### src/rtl/ariane_pkg.sv
// Core-level types shared by the branch unit, the BHT and the update queue between them.
package ariane_pkg;

    localparam int unsigned VLEN                = 64;
    localparam int unsigned BHT_UPD_QUEUE_DEPTH = 4;

    typedef struct packed {
        logic            valid;
        logic [VLEN-1:0] pc;
        logic            taken;
    } bht_update_t;

endpackage

### src/rtl/bht_update_compact.sv
// Packs the valid update lanes in port order into the first free slots, up to avail_i;
// the rest are reported as dropped.
module bht_update_compact
    import ariane_pkg::*;
#(
    parameter int unsigned NR_PORTS = 2,
    parameter int unsigned AW       = 3,
    parameter int unsigned NW       = $clog2(NR_PORTS + 1)
) (
    input  bht_update_t       update_i  [NR_PORTS],
    input  logic [AW-1:0]     avail_i,
    output bht_update_t       entries_o [NR_PORTS],
    output logic [NW-1:0]     n_acc_o,
    output logic [NW-1:0]     n_drop_o
);

    localparam int unsigned IW = (NR_PORTS > 1) ? $clog2(NR_PORTS) : 1;

    always_comb begin
        int w_acc;
        int w_drp;
        w_acc = 0;
        w_drp = 0;
        for (int i = 0; i < NR_PORTS; i++) begin
            entries_o[i] = '0;
        end
        for (int i = 0; i < NR_PORTS; i++) begin
            if (update_i[i].valid) begin
                if (w_acc < int'(avail_i)) begin
                    entries_o[IW'(w_acc)] = update_i[i];
                    w_acc = w_acc + 1;
                end else begin
                    w_drp = w_drp + 1;
                end
            end
        end
        n_acc_o  = NW'(w_acc);
        n_drop_o = NW'(w_drp);
    end

endmodule

### src/rtl/bht_update_queue.sv
// Order-preserving queue between the multi-port branch resolve path and the single BHT write port.
// Overflowing updates are dropped and counted in a saturating counter.
module bht_update_queue
    import ariane_pkg::*;
#(
    parameter int unsigned NR_PORTS = 2,
    parameter int unsigned DEPTH    = BHT_UPD_QUEUE_DEPTH,
    parameter int unsigned CNT_W    = 16
) (
    input  logic               clk_i,
    input  logic               rst_ni,
    input  logic               flush_i,
    input  logic               debug_mode_i,
    input  bht_update_t        update_i [NR_PORTS],
    output bht_update_t        update_o,
    output logic               empty_o,
    output logic               full_o,
    output logic [CNT_W-1:0]   drop_cnt_o
);

    localparam int unsigned PW = $clog2(DEPTH);
    localparam int unsigned CW = PW + 1;
    localparam int unsigned NW = $clog2(NR_PORTS + 1);

    bht_update_t        r_mem [DEPTH];
    logic [PW-1:0]      r_rd_ptr;
    logic [PW-1:0]      r_wr_ptr;
    logic [CW-1:0]      r_count;
    logic [CNT_W-1:0]   r_drop_cnt;

    logic               w_empty;
    logic               w_pop;
    logic [CW-1:0]      w_avail;
    bht_update_t        w_entries [NR_PORTS];
    logic [NW-1:0]      w_n_acc;
    logic [NW-1:0]      w_n_drop;
    logic [CNT_W:0]     w_drop_sum;

    assign w_empty    = (r_count == '0);
    assign w_pop      = !w_empty && !debug_mode_i;
    assign w_avail    = CW'(DEPTH) - r_count + CW'(w_pop);
    assign w_drop_sum = {1'b0, r_drop_cnt} + (CNT_W + 1)'(w_n_drop);

    bht_update_compact #(
        .NR_PORTS (NR_PORTS),
        .AW       (CW),
        .NW       (NW)
    ) u_compact (
        .update_i  (update_i),
        .avail_i   (w_avail),
        .entries_o (w_entries),
        .n_acc_o   (w_n_acc),
        .n_drop_o  (w_n_drop)
    );

    // Flush wins over everything but reset; debug freezes the queue and ignores inputs.
    always_ff @(posedge clk_i or negedge rst_ni) begin
        if (!rst_ni) begin
            r_rd_ptr   <= '0;
            r_wr_ptr   <= '0;
            r_count    <= '0;
            r_drop_cnt <= '0;
            for (int i = 0; i < DEPTH; i++) begin
                r_mem[i] <= '0;
            end
        end else if (flush_i) begin
            r_rd_ptr <= '0;
            r_wr_ptr <= '0;
            r_count  <= '0;
        end else if (!debug_mode_i) begin
            r_rd_ptr <= r_rd_ptr + PW'(w_pop);
            r_wr_ptr <= r_wr_ptr + PW'(w_n_acc);
            r_count  <= r_count - CW'(w_pop) + CW'(w_n_acc);
            for (int j = 0; j < NR_PORTS; j++) begin
                if (j < int'(w_n_acc)) begin
                    r_mem[r_wr_ptr + PW'(j)] <= w_entries[j];
                end
            end
            if (w_n_drop != '0) begin
                r_drop_cnt <= w_drop_sum[CNT_W] ? '1 : w_drop_sum[CNT_W-1:0];
            end
        end
    end

    assign update_o.valid = w_pop;
    assign update_o.pc    = r_mem[r_rd_ptr].pc;
    assign update_o.taken = r_mem[r_rd_ptr].taken;
    assign empty_o        = w_empty;
    assign full_o         = (r_count == CW'(DEPTH));
    assign drop_cnt_o     = r_drop_cnt;

endmodule

### config.mk
export PLATFORM = sky130hd
export DESIGN_NAME = bht_update_queue
export DESIGN_NICKNAME = d
export VERILOG_FILES = /design/src/rtl/ariane_pkg.sv /design/src/rtl/bht_update_compact.sv /design/src/rtl/bht_update_queue.sv
export SDC_FILE = /design/constraint.sdc
export NUM_CORES = 1
export LEC_CHECK = 0
export BUFFER_PORTS_ARGS = -buffer_cell sky130_fd_sc_hd__buf_2
export CAP_MARGIN = 25
export CORE_AREA = 10 10 168 170
export CTS_CLUSTER_SIZE = 40
export DETAILED_ROUTE_END_ITERATION = 8
export DIE_AREA = 0 0 178 180
export HOLD_SLACK_MARGIN = 0.05
export PLACE_DENSITY = 0.78
export SLEW_MARGIN = 20
export SYNTH_ARGS = -nofsm -noshare
export SYNTH_HDL_FRONTEND = slang
export SYNTH_SLANG_ARGS = --single-unit
### constraint.sdc
create_clock -name clk_i -period 3.99 [get_ports clk_i]
set_input_delay 1.197 -clock clk_i [delete_from_list [all_inputs] [get_ports clk_i]]
set_output_delay 1.197 -clock clk_i [all_outputs]
set_load 0.05 [all_outputs]
After elaboration in Yosys (flattened, before gate mapping)
Cells that the tools add are included.
{"block": "word_totals", "ff_bits": 287, "inputBits": 136, "out_inout_bits": 84, "elab_cells": 90}
{"block": "op_classes", "n_addsub": 10, "order_cmp": 11, "eq_ne": 2, "n_mux": 35, "bitwise": 6, "reduce_logical": 10}
{"cell": "two-way mux 264 bit", "n": 4}
{"cell": "bitwise mux 264 bit", "n": 2}
{"cell": "two-way mux 66 bit", "n": 5}
{"cell": "demux 66 bit (select 2 bit)", "n": 2}
{"cell": "two-way mux 132 bit", "n": 2}
{"cell": "binary-select mux 66 bit (select 2 bit)", "n": 1}
{"cell": "bitwise mux 132 bit", "n": 1}
{"cell": "two-way mux 65 bit", "n": 2}
{"cell": "demux 66 bit (select 1 bit)", "n": 1}
{"cell": "adder 16 x 2 -> 17 bit", "n": 1}
{"cell": "two-way mux 16 bit", "n": 1}
{"cell": "two-way mux 2 bit", "n": 8}
{"cell": ">= comparator 3 bit, second input constant", "n": 3}
{"cell": "inverter 2 -> 3 bit", "n": 3}
{"cell": "< comparator 3 x 1 -> 1 bit, second input constant", "n": 2}
{"cell": "two-way mux 3 bit", "n": 2}
{"cell": "adder 2 bit, second input constant", "n": 2}
{"cell": "logical AND 1 bit", "n": 4}
{"cell": "< comparator 1 x 2 -> 1 bit, first input constant", "n": 2}
{"cell": "two-way mux 1 bit", "n": 4}
{"cell": "adder 3 x 1 -> 3 bit", "n": 1}
{"cell": "adder 3 x 2 -> 3 bit", "n": 1}
{"cell": "equality test 3 bit, second input constant", "n": 1}
{"cell": "logical NOT 3 bit", "n": 1}
{"cell": "15 further kinds", "n": 18}

Logic depth before layout (Yosys ltp)
Gate-level depths: netlist of run 1.
{"block": "depth", "depth_word": 21, "depth_mapped": 20, "ltp_nobuf": 20}

Cells and area by module
From an unflattened synthesis of run 1, not the netlist that was laid out.
{"block": "unflattened", "cells_unflattened": 1580, "area_unflattened_um2": 16235.6}
{"mod": "bht_update_queue", "n_inst": 1, "cells_each": 1269, "area_per_inst_um2": 14397.6, "seq_area_each_um2": 7081.8}
{"mod": "bht_update_compact", "n_inst": 1, "cells_each": 311, "area_per_inst_um2": 1838.0, "seq_area_each_um2": 0.0}

Worst setup path before layout of run 1
Ideal clock, no wire load.
{"block": "synth_path", "kind": "reg-to-reg", "start": "reg r_count[2]", "end": "reg r_count[2]", "arrival_ns": 4.684, "required_ns": 3.912, "path_slack_ns": -0.772, "stages_incl_launch_ff": 21, "path_cell_list": "dfrtp_1 > nor3_1 > or2_2 > ha_1 > inv_1 > ha_1 > xor2_2 > nor2_1 > o21a_1 > inv_1 > ha_1 > nand2_1 > o21a_1 > ha_1 > inv_1 > ha_1 > inv_1 > fa_1 > xor2_1 > or3_1 > a21oi_1"}
{"block": "synth_via", "elab_chain_len": 13}
{"item": "from (decl)", "line_no": "bht_update_queue.sv:28", "text": "logic [CW-1:0] r_count;"}
{"item": "from (signal assigned)", "line_no": "bht_update_queue.sv:73", "text": "r_count <= r_count - CW'(w_pop) + CW'(w_n_acc);"}
{"item": "logical NOT 3 bit (*)", "line_no": "bht_update_queue.sv:39", "text": "assign w_empty = (r_count == '0);"}
{"item": "net empty_o", "line_no": "bht_update_queue.sv:16", "text": "output logic empty_o,"}
{"item": "logical NOT 1 bit (*)", "line_no": "bht_update_queue.sv:40", "text": "assign w_pop = !w_empty && !debug_mode_i;"}
{"item": "logical AND 1 bit (*)", "line_no": "bht_update_queue.sv:40"}
{"item": "adder 3 x 1 -> 3 bit", "line_no": "bht_update_queue.sv:41", "text": "assign w_avail = CW'(DEPTH) - r_count + CW'(w_pop);"}
{"item": "< comparator 1 x 3 -> 1 bit", "line_no": "bht_update_compact.sv:29", "text": "if (w_acc < int'(avail_i)) begin"}
{"item": "two-way mux 1 bit", "line_no": "bht_update_compact.sv:29"}
{"item": "two-way mux 1 bit", "line_no": "bht_update_compact.sv:28", "text": "if (update_i[i].valid) begin"}
{"item": "< comparator 1 x 3 -> 1 bit or adder 2 bit (tied branches)", "line_no": "bht_update_compact.sv:29, bht_update_compact.sv:31"}
{"item": "two-way mux 2 bit", "line_no": "bht_update_compact.sv:29"}
{"item": "two-way mux 2 bit", "line_no": "bht_update_compact.sv:28"}
{"item": "adder 3 x 2 -> 3 bit (*)", "line_no": "bht_update_queue.sv:73"}
{"item": "two-way mux 3 bit (*)", "line_no": "bht_update_queue.sv:70", "text": "end else if (!debug_mode_i) begin"}
{"item": "two-way mux 3 bit (*)", "line_no": "bht_update_queue.sv:66", "text": "end else if (flush_i) begin"}
Mark *: on every way through the listed nets, which the timed path passes. The rest lies on a longest branch. The select of a mux whose other input is x is not followed.
A chain may end at the register's enable or synchronous reset.

Worst setup path in the final report of run 1
{"block": "layout_path", "start": "in debug_mode_i", "end": "reg r_count[2]"}
{"block": "layout_via", "elab_chain_len": 12}
{"item": "from (decl)", "line_no": "bht_update_queue.sv:13", "text": "input logic debug_mode_i,"}
{"item": "logical NOT 1 bit"}
{"item": "logical AND 1 bit", "line_no": "bht_update_queue.sv:40"}
{"item": "adder 3 x 1 -> 3 bit", "line_no": "bht_update_queue.sv:41"}
{"item": "< comparator 1 x 3 -> 1 bit", "line_no": "bht_update_compact.sv:29"}
{"item": "two-way mux 1 bit", "line_no": "bht_update_compact.sv:29"}
{"item": "two-way mux 1 bit", "line_no": "bht_update_compact.sv:28"}
{"item": "< comparator 1 x 3 -> 1 bit or adder 2 bit (tied branches)", "line_no": "bht_update_compact.sv:29, bht_update_compact.sv:31"}
{"item": "two-way mux 2 bit", "line_no": "bht_update_compact.sv:29"}
{"item": "two-way mux 2 bit", "line_no": "bht_update_compact.sv:28"}
{"item": "adder 3 x 2 -> 3 bit", "line_no": "bht_update_queue.sv:73"}
{"item": "two-way mux 3 bit", "line_no": "bht_update_queue.sv:70"}
{"item": "two-way mux 3 bit", "line_no": "bht_update_queue.sv:66"}
Several ways; a longest one is shown, not always the timed one. The select of a mux whose other input is x is not followed.

==> results of run 1 <==
-- registers in the layout (all words and copies together), names as in the netlist --
signal / cells
r_mem: 260
drop_cnt_o: 16
r_count: 3
r_rd_ptr: 2
r_wr_ptr: 2
-- power by group through the flow --
stage               combinational, W  clock, W  sequential (W)
floorplan                    0.00394         0         0.00442
global placement             0.00502         0         0.00459
detailed placement           0.00515         0         0.00463
CTS                          0.00517   0.00306         0.00462
global route                 0.00548   0.00317         0.00476
finish                       0.00513   0.00302         0.00464
-- metal layers --
metal,GRT usage,part of all wire
met1,0.301,0.43
met2,0.356,0.48
met3,0.0505,0.081
met4,0.0530,0.015
met5,0,0
-- cell usage in the layout, fill, tap and decap left out, types with 3 or more instances in the layout --
master and instances:
mux2i_1 68, nor2_1 76, nor3b_1 3, o31ai_1 6, ha_4 3, and3_1 5
buf_2 217, and4_1 3, clkinv_2 7, clkbuf_16 29, buf_4 34, nor2b_1 4
buf_12 19, mux2_2 5, or4_1 5, inv_1 6, nand3_1 19, nor3_1 3
a21oi_1 6, bufinv_16 7, clkbuf_8 4, nand4_1 3, nor4_4 3, a22o_1 260
nand3b_1 3, o21ai_0 10, ha_1 7, nand2_1 11, dfrtp_1 281, nand2b_1 4
or3_1 4, mux4_2 65
-- layout make-up --
class                           instances  area (um2)
Tap cell                              330         413
Multi-Input combinational cell        610        5920
Clock inverter                         19         287
Fill cell                            1834        8620
Sequential cell                       283        7090
Timing Repair Buffer                  271        1740
Antenna cell                            2        5.00
Clock buffer                           35         788
Inverter                                8        30.0
-- how the worst max path moves through the flow --
stage | from | to | slack, ns | cells after the start
5_1_grt | debug_mode_i | r_count[2] | 0.11 | 20
6_report | debug_mode_i | r_count[2] | 0.26 | 20
4_1_cts | debug_mode_i | r_count[2] | 0.27 | 20
2_1_floorplan | debug_mode_i | r_count[2] | -0.17 | 20
3_5_place_dp | debug_mode_i | r_count[2] | -0.31 | 20
3_3_place_gp | debug_mode_i | r_count[2] | -0.19 | 20
-- Yosys cell counts, types with 6 or more instances --
cell      count
buf_2        34
a21oi_1       6
inv_1         8
ha_1         11
o31ai_1       6
mux2i_1      68
mux4_2       65
a22o_1      260
nand2_1      13
buf_4        30
o21ai_0      10
dfrtp_1     283
nand3_1      19
nor2_1       76
clkbuf_1     22
-- critical path: stages --
cell and delay (ns):
buf_2 0.10, or2_4 0.25, ha_4 0.15, inv_2 0.05, ha_4 0.19, nor2b_1 0.14, nand2_1 0.10, nand2_2 0.09
inv_2 0.05, ha_4 0.26, nand2_2 0.05, o21a_1 0.13, ha_1 0.27, inv_1 0.05, ha_1 0.13, inv_1 0.05
fa_2 0.33, xor2_1 0.15, or3_1 0.30, a21oi_1 0.13
-- cell families (layout without fill, tap and decap cells) --
logic type      after synthesis  after routing  synth area share
compound gates              296            296             0.188
flops                       283            283             0.528
simple gates                158            158            0.0598
mux                         138            138             0.164
buf+inv                     103            333            0.0432
fa+ha+maj                    13             13            0.0132
xor+xnor                      5              5           0.00383
other cells                   0              2                 0
-- metrics by stage --
step | cells | TNS, ns | power [W]
final | 1558 | 0 | 0.0128
after global routing | 1557 | 0 | 0.0134
after CTS | 1556 | 0 | 0.0128
after detailed placement | 1502 | -2.09 | 0.00978
after global placement | 1502 | -1.13 | 0.00961
after floorplan | 996 | -1.86 | 0.00835
==> qor.txt, run 1 <==
via/cell ratio - 6.34
RR Startpoint - r_count[0]
I/O pin count - 220
core area - 24900 um2
Reg power frac - 0.363
Slew headroom - 0.328
Post-synth top flop - dfrtp_1
hold wc startpoint - r_mem[107]
CP Max Fanout - 3
Clock transition at path regs - 0.06 ns
FF-to-FF End - r_count[2]
Arr. time, crit path - 4.19 ns
crit start category - primary input
cell area power density - 786 nW/um2
final-report hold violation count - 0
P_int - 0.00796 W
die height - 180 um
first-pass GRT wire length - 58700 um
die area - 32000 um2
largest net degree at the start of global routing - 113
Residual DRC - 0
switch share - 0.378
initial antenna violation count - 1
FMAX - 0.268 GHz
Num CTS Buffers - 29
CP Capture Type - flip-flop
Syn Area/Cell - 13.5 um2
Routed WL per cell - 23.4 um
Final Wtd Congestion - 0.819
outcome - completed
Max IR drop VDD - 0.489 mV
Hold Path Depth - 1
H-tree depth - 1
cell taking the most area after synthesis - dfrtp_1
post-route ant nets - 0
Yosys warning total - 0
Worst Path Required - 4.45 ns
Hold EP - r_mem[107]
Synth cell types - 51
port bufs - 219
Pleak - 7.82 nW
Final Cell Area - 16300 um2
Crit Path Category - in -> reg
layout cells sized above 1 - 0.343
synth top area cells - dfrtp_1 53%, a22o_1 17%, mux4_2 11%
Clock Root Buffer - clkbuf_16
Initial Util - 0.539
fin nets - 1352
Clk network pwr share - 0.236
Post-synth EDFFs - 0
hpwl dp - 22700 um
sequential area share after synthesis - 0.528
DP Area - 15200 um2
Comb power frac - 0.401
Yosys top cell area share - 0.528
syn nets - 1145
slew of the pin with the lowest slew margin - 1.01 ns
Min Hold Slack - 0.501 ns
grt ovf - 0
Std-Cell Rows - 58
crit path time final - 3.73 ns
Final setup viols - 0
Max Cap Viol - 0
r2r setup slk - 0.47 ns
DR vias - 9877
pre-CTS worst setup slack - -0.306 ns
Layout area overhead - 21.3%
Clock Sinks - 283
drt pass-1 iters - 5
worst setup margin - 0.261 ns
CTS tree - done
Post-Synthesis Cells - 996
GRT Resource Usage Total - 0.222
routed wire length - 36400 um
drt initial violations - 795
fin. max-slew vios - 0
Hold-fix buffers, CTS - 0
class of the worst hold path - reg -> reg
#FFs+latches synth - 283
chip width - 178 um
CTS resizes - 0
utilization after layout - 0.654
vias in the first global route - 10800
clk_skew - 0.0134 ns
CTS Buffer Depth - 3
net switching power - 0.00483 W
Tcrit/Tclk final - 0.934
R2R depth - 20
async set-reset flop share out of synthesis - 1.00
Cell Area, Synth - 13400 um2
post-CTS setup buffer count - 0
RSZ-0062 raised after global routing - false
Clock Latency Late Sink - 0.55 ns
Power figures use the tool's default switching activity.
==> inputs of run 2 (changes only) <==
CAP_MARGIN = unset   (was 25)
CORE_AREA = 10 10 176 162   (was 10 10 168 170)
DIE_AREA = 0 0 186 172   (was 0 0 178 180)
==> run 2 against run 1 <==
Compared with the run above: largest power group unchanged; power hardly changed; critical path type unchanged; highest routed layer unchanged; critical path depth stayed put; setup slack worse by 0.0072 ns; hold slack hardly changed; clock skew is 0.0015 ns lower.
==> qor.txt, run 2 (synthesis gave the netlist of run 1 again) <==
outcome - completed
crit path time final - 3.74 ns (+0.00720 ns)
most used cell, CP - ha_4
Clock transition at path regs - 0.07 ns (about the same)
GRT Resource Usage Total - 0.225 (+0.00244)
port bufs - 219 (unchanged)
net switching power - 0.00483 W (about the same)
Pleak - 7.83 nW (about the same)
H-tree depth - 1 (unchanged)
Finished Layout Cells - 1540 (-1.2%)
Slew headroom - 0.540 (+0.212)
CP Max Fanout - 3 (unchanged)
first-pass GRT wire length - 57900 um (-1.3%)
Final Wtd Congestion - 0.769 (-6.2%)
total power - 0.0128 W (about the same)
cell area power density - 788 nW/um2 (+0.22%)
Layout area overhead - 21.2%
FMAX - 0.268 GHz (-0.19%)
Crit Path Category - in -> reg
Clk network pwr share - 0.234 (-0.002)
Tcrit/Tclk final - 0.936 (+0.00181)
Hold Path Depth - 1 (unchanged)
Initial Util - 0.541 (+0.00256)
fin nets - 1354 (+0.15%)
fin. max-slew vios - 0 (unchanged)
Hold EP - r_mem[104]
Routed WL per cell - 23.5 um (+0.58%)
P_int - 0.00797 W (+0.16%)
Residual DRC - 0 (unchanged)
Placed Cells incl. Taps - 1488 (-0.93%)
largest net degree at the start of global routing - 85 (-25%)
hpwl dp - 22800 um (+0.65%)
Worst Path Required - 4.45 ns (about the same)
post-CTS setup buffer count - 0 (unchanged)
layout cells sized above 1 - 0.344 (+0.000535)
Arr. time, crit path - 4.20 ns (about the same)
DP Area - 15200 um2 (about the same)
drt initial violations - 824 (+3.6%)
Std-Cell Rows - 55 (-5.2%)
Clock Sinks - 283 (unchanged)
Final Cell Area - 16200 um2 (-0.14%)
vias in the first global route - 10700 (-1.0%)
Critical Path Start - debug_mode_i
R2R depth - 20 (unchanged)
class of the worst hold path - reg -> reg
family with the most delay on the worst path - adder cells
Final setup viols - 0 (unchanged)
Reg power frac - 0.360 (-0.003)
Inserted Diodes - 0 (-2)
r2r setup slk - 0.36 ns (-0.11 ns)
crit-path cells - buf_2 -> or2_4 -> ha_4 -> inv_2 -> ha_4 -> nor2b_1 -> nand2_1 -> nand2_2 -> inv_2 -> ha_4 -> nand2_2 -> o21a_1 -> ha_1 -> inv_1 -> ha_1 -> inv_1 -> fa_2 -> xor2_1 -> or3_1 -> a21oi_1
Clock Latency Late Sink - 0.54 ns (about the same)
CTS tree - done
FF-to-FF End - r_count[2]
initial antenna violation count - 0 (-1)
clk_skew - 0.0120 ns (-0.00147 ns)
switch share - 0.377 (-0.000467)
DR vias - 9934 (+0.58%)
grt ovf - 0 (unchanged)
most frequent cells in the layout - 281 x dfrtp_1, 260 x a22o_1, 217 x buf_2, 76 x nor2_1, 68 x mux2i_1
Bufs and invs on worst path - 5 (unchanged)
Clock Root Buffer - clkbuf_16
max reg flops - 260 (unchanged)
I/O pin count - 220 (unchanged)
Max IR drop VDD - 0.464 mV (-5.2%)
Num CTS Buffers - 28 (-3.4%)
via/cell ratio - 6.45 (+1.8%)
RR Startpoint - r_count[2]
CTS resizes - 0 (unchanged)
chip width - 186 um (+4.5%)
post-route ant nets - 0 (unchanged)
most common cell after layout, fill and taps aside - dfrtp_1
die height - 172 um (-4.4%)
hold wc startpoint - r_mem[104]
RSZ-0062 raised after global routing - false
Comb power frac - 0.406 (+0.005)
die area - 32000 um2 (-0.15%)
CTS Buffer Depth - 3 (unchanged)
largest register by flop count - r_mem
slew of the pin with the lowest slew margin - 0.687 ns (-0.322 ns)
routed wire length - 36200 um (-0.58%)
Max Cap Viol - 0 (unchanged)
Hold-fix buffers, CTS - 0 (unchanged)
drt pass-1 iters - 5 (unchanged)
crit start category - primary input
Slowest cell on crit path - fa_2
core area - 24800 um2 (-0.47%)
Critical Path Max Stage Delay - 0.33 ns (about the same)
final-report hold violation count - 0 (unchanged)
CP Capture Type - flip-flop
==> run 2: power by group through the flow <==
stage	registers, W	logic [W]	clock network [W]
floorplan	0.00442	0.00394	0
global route	0.00472	0.00556	0.00315
detailed placement	0.00459	0.00522	0
finish	0.00461	0.00520	0.00299
CTS	0.00458	0.00524	0.00303
global placement	0.00455	0.00509	0
==> run 2: cell type report <==
cell class                 count  area (um2)
timing repair buffer         274        1760
fill                        1855        8530
clock buffer                  32         736
sequential                   283        7090
multi-input combinational    610        5920
inverter                       8        30.0
clock inverter                20         320
tap                          313         392
==> run 2: worst reg2reg max path: stages, from the launching register on <==
cell	delay, ns
dfrtp_1	0.50
nor3_2	0.24
or2_4	0.16
ha_4	0.12
inv_2	0.04
ha_4	0.17
xor2_4	0.15
nor2_1	0.10
o21a_1	0.15
inv_1	0.07
ha_4	0.27
nand2_2	0.06
o21a_1	0.12
ha_1	0.27
inv_1	0.06
ha_1	0.13
inv_1	0.05
fa_2	0.33
xor2_1	0.16
or3_1	0.31
a21oi_1	0.13
==> run 2: metal layers <==
layer / share of wire / vias up / GRT usage
met2: 0.48 / 452 / 0.367
met4: 0.015 / 0 / 0.0508
met5: 0 / - / 0
met3: 0.080 / 42 / 0.0455
li1: - / 4287 / -
met1: 0.42 / 5153 / 0.304
==> run 2: worst max path at each step <==
stage	depth (start not counted)	end
final	20	r_count[2]
after global routing	17	drop_cnt_o[10]
after CTS	20	r_count[2]
after detailed placement	20	r_count[2]
after global placement	20	r_count[2]
after floorplan	20	r_count[2]
==> run 2: stage by stage <==
stage	TNS [ns]	worst slack, ns	hold WS (ns)	util
final	0	0.254	0.501	0.656
after global routing	0	0.124	0.513	0.656
after CTS	0	0.276	0.503	0.656
after detailed placement	-3.48	-0.285	0.485	0.613
after global placement	-1.49	-0.195	0.482	0.613
after floorplan	-1.86	-0.173	0.467	-
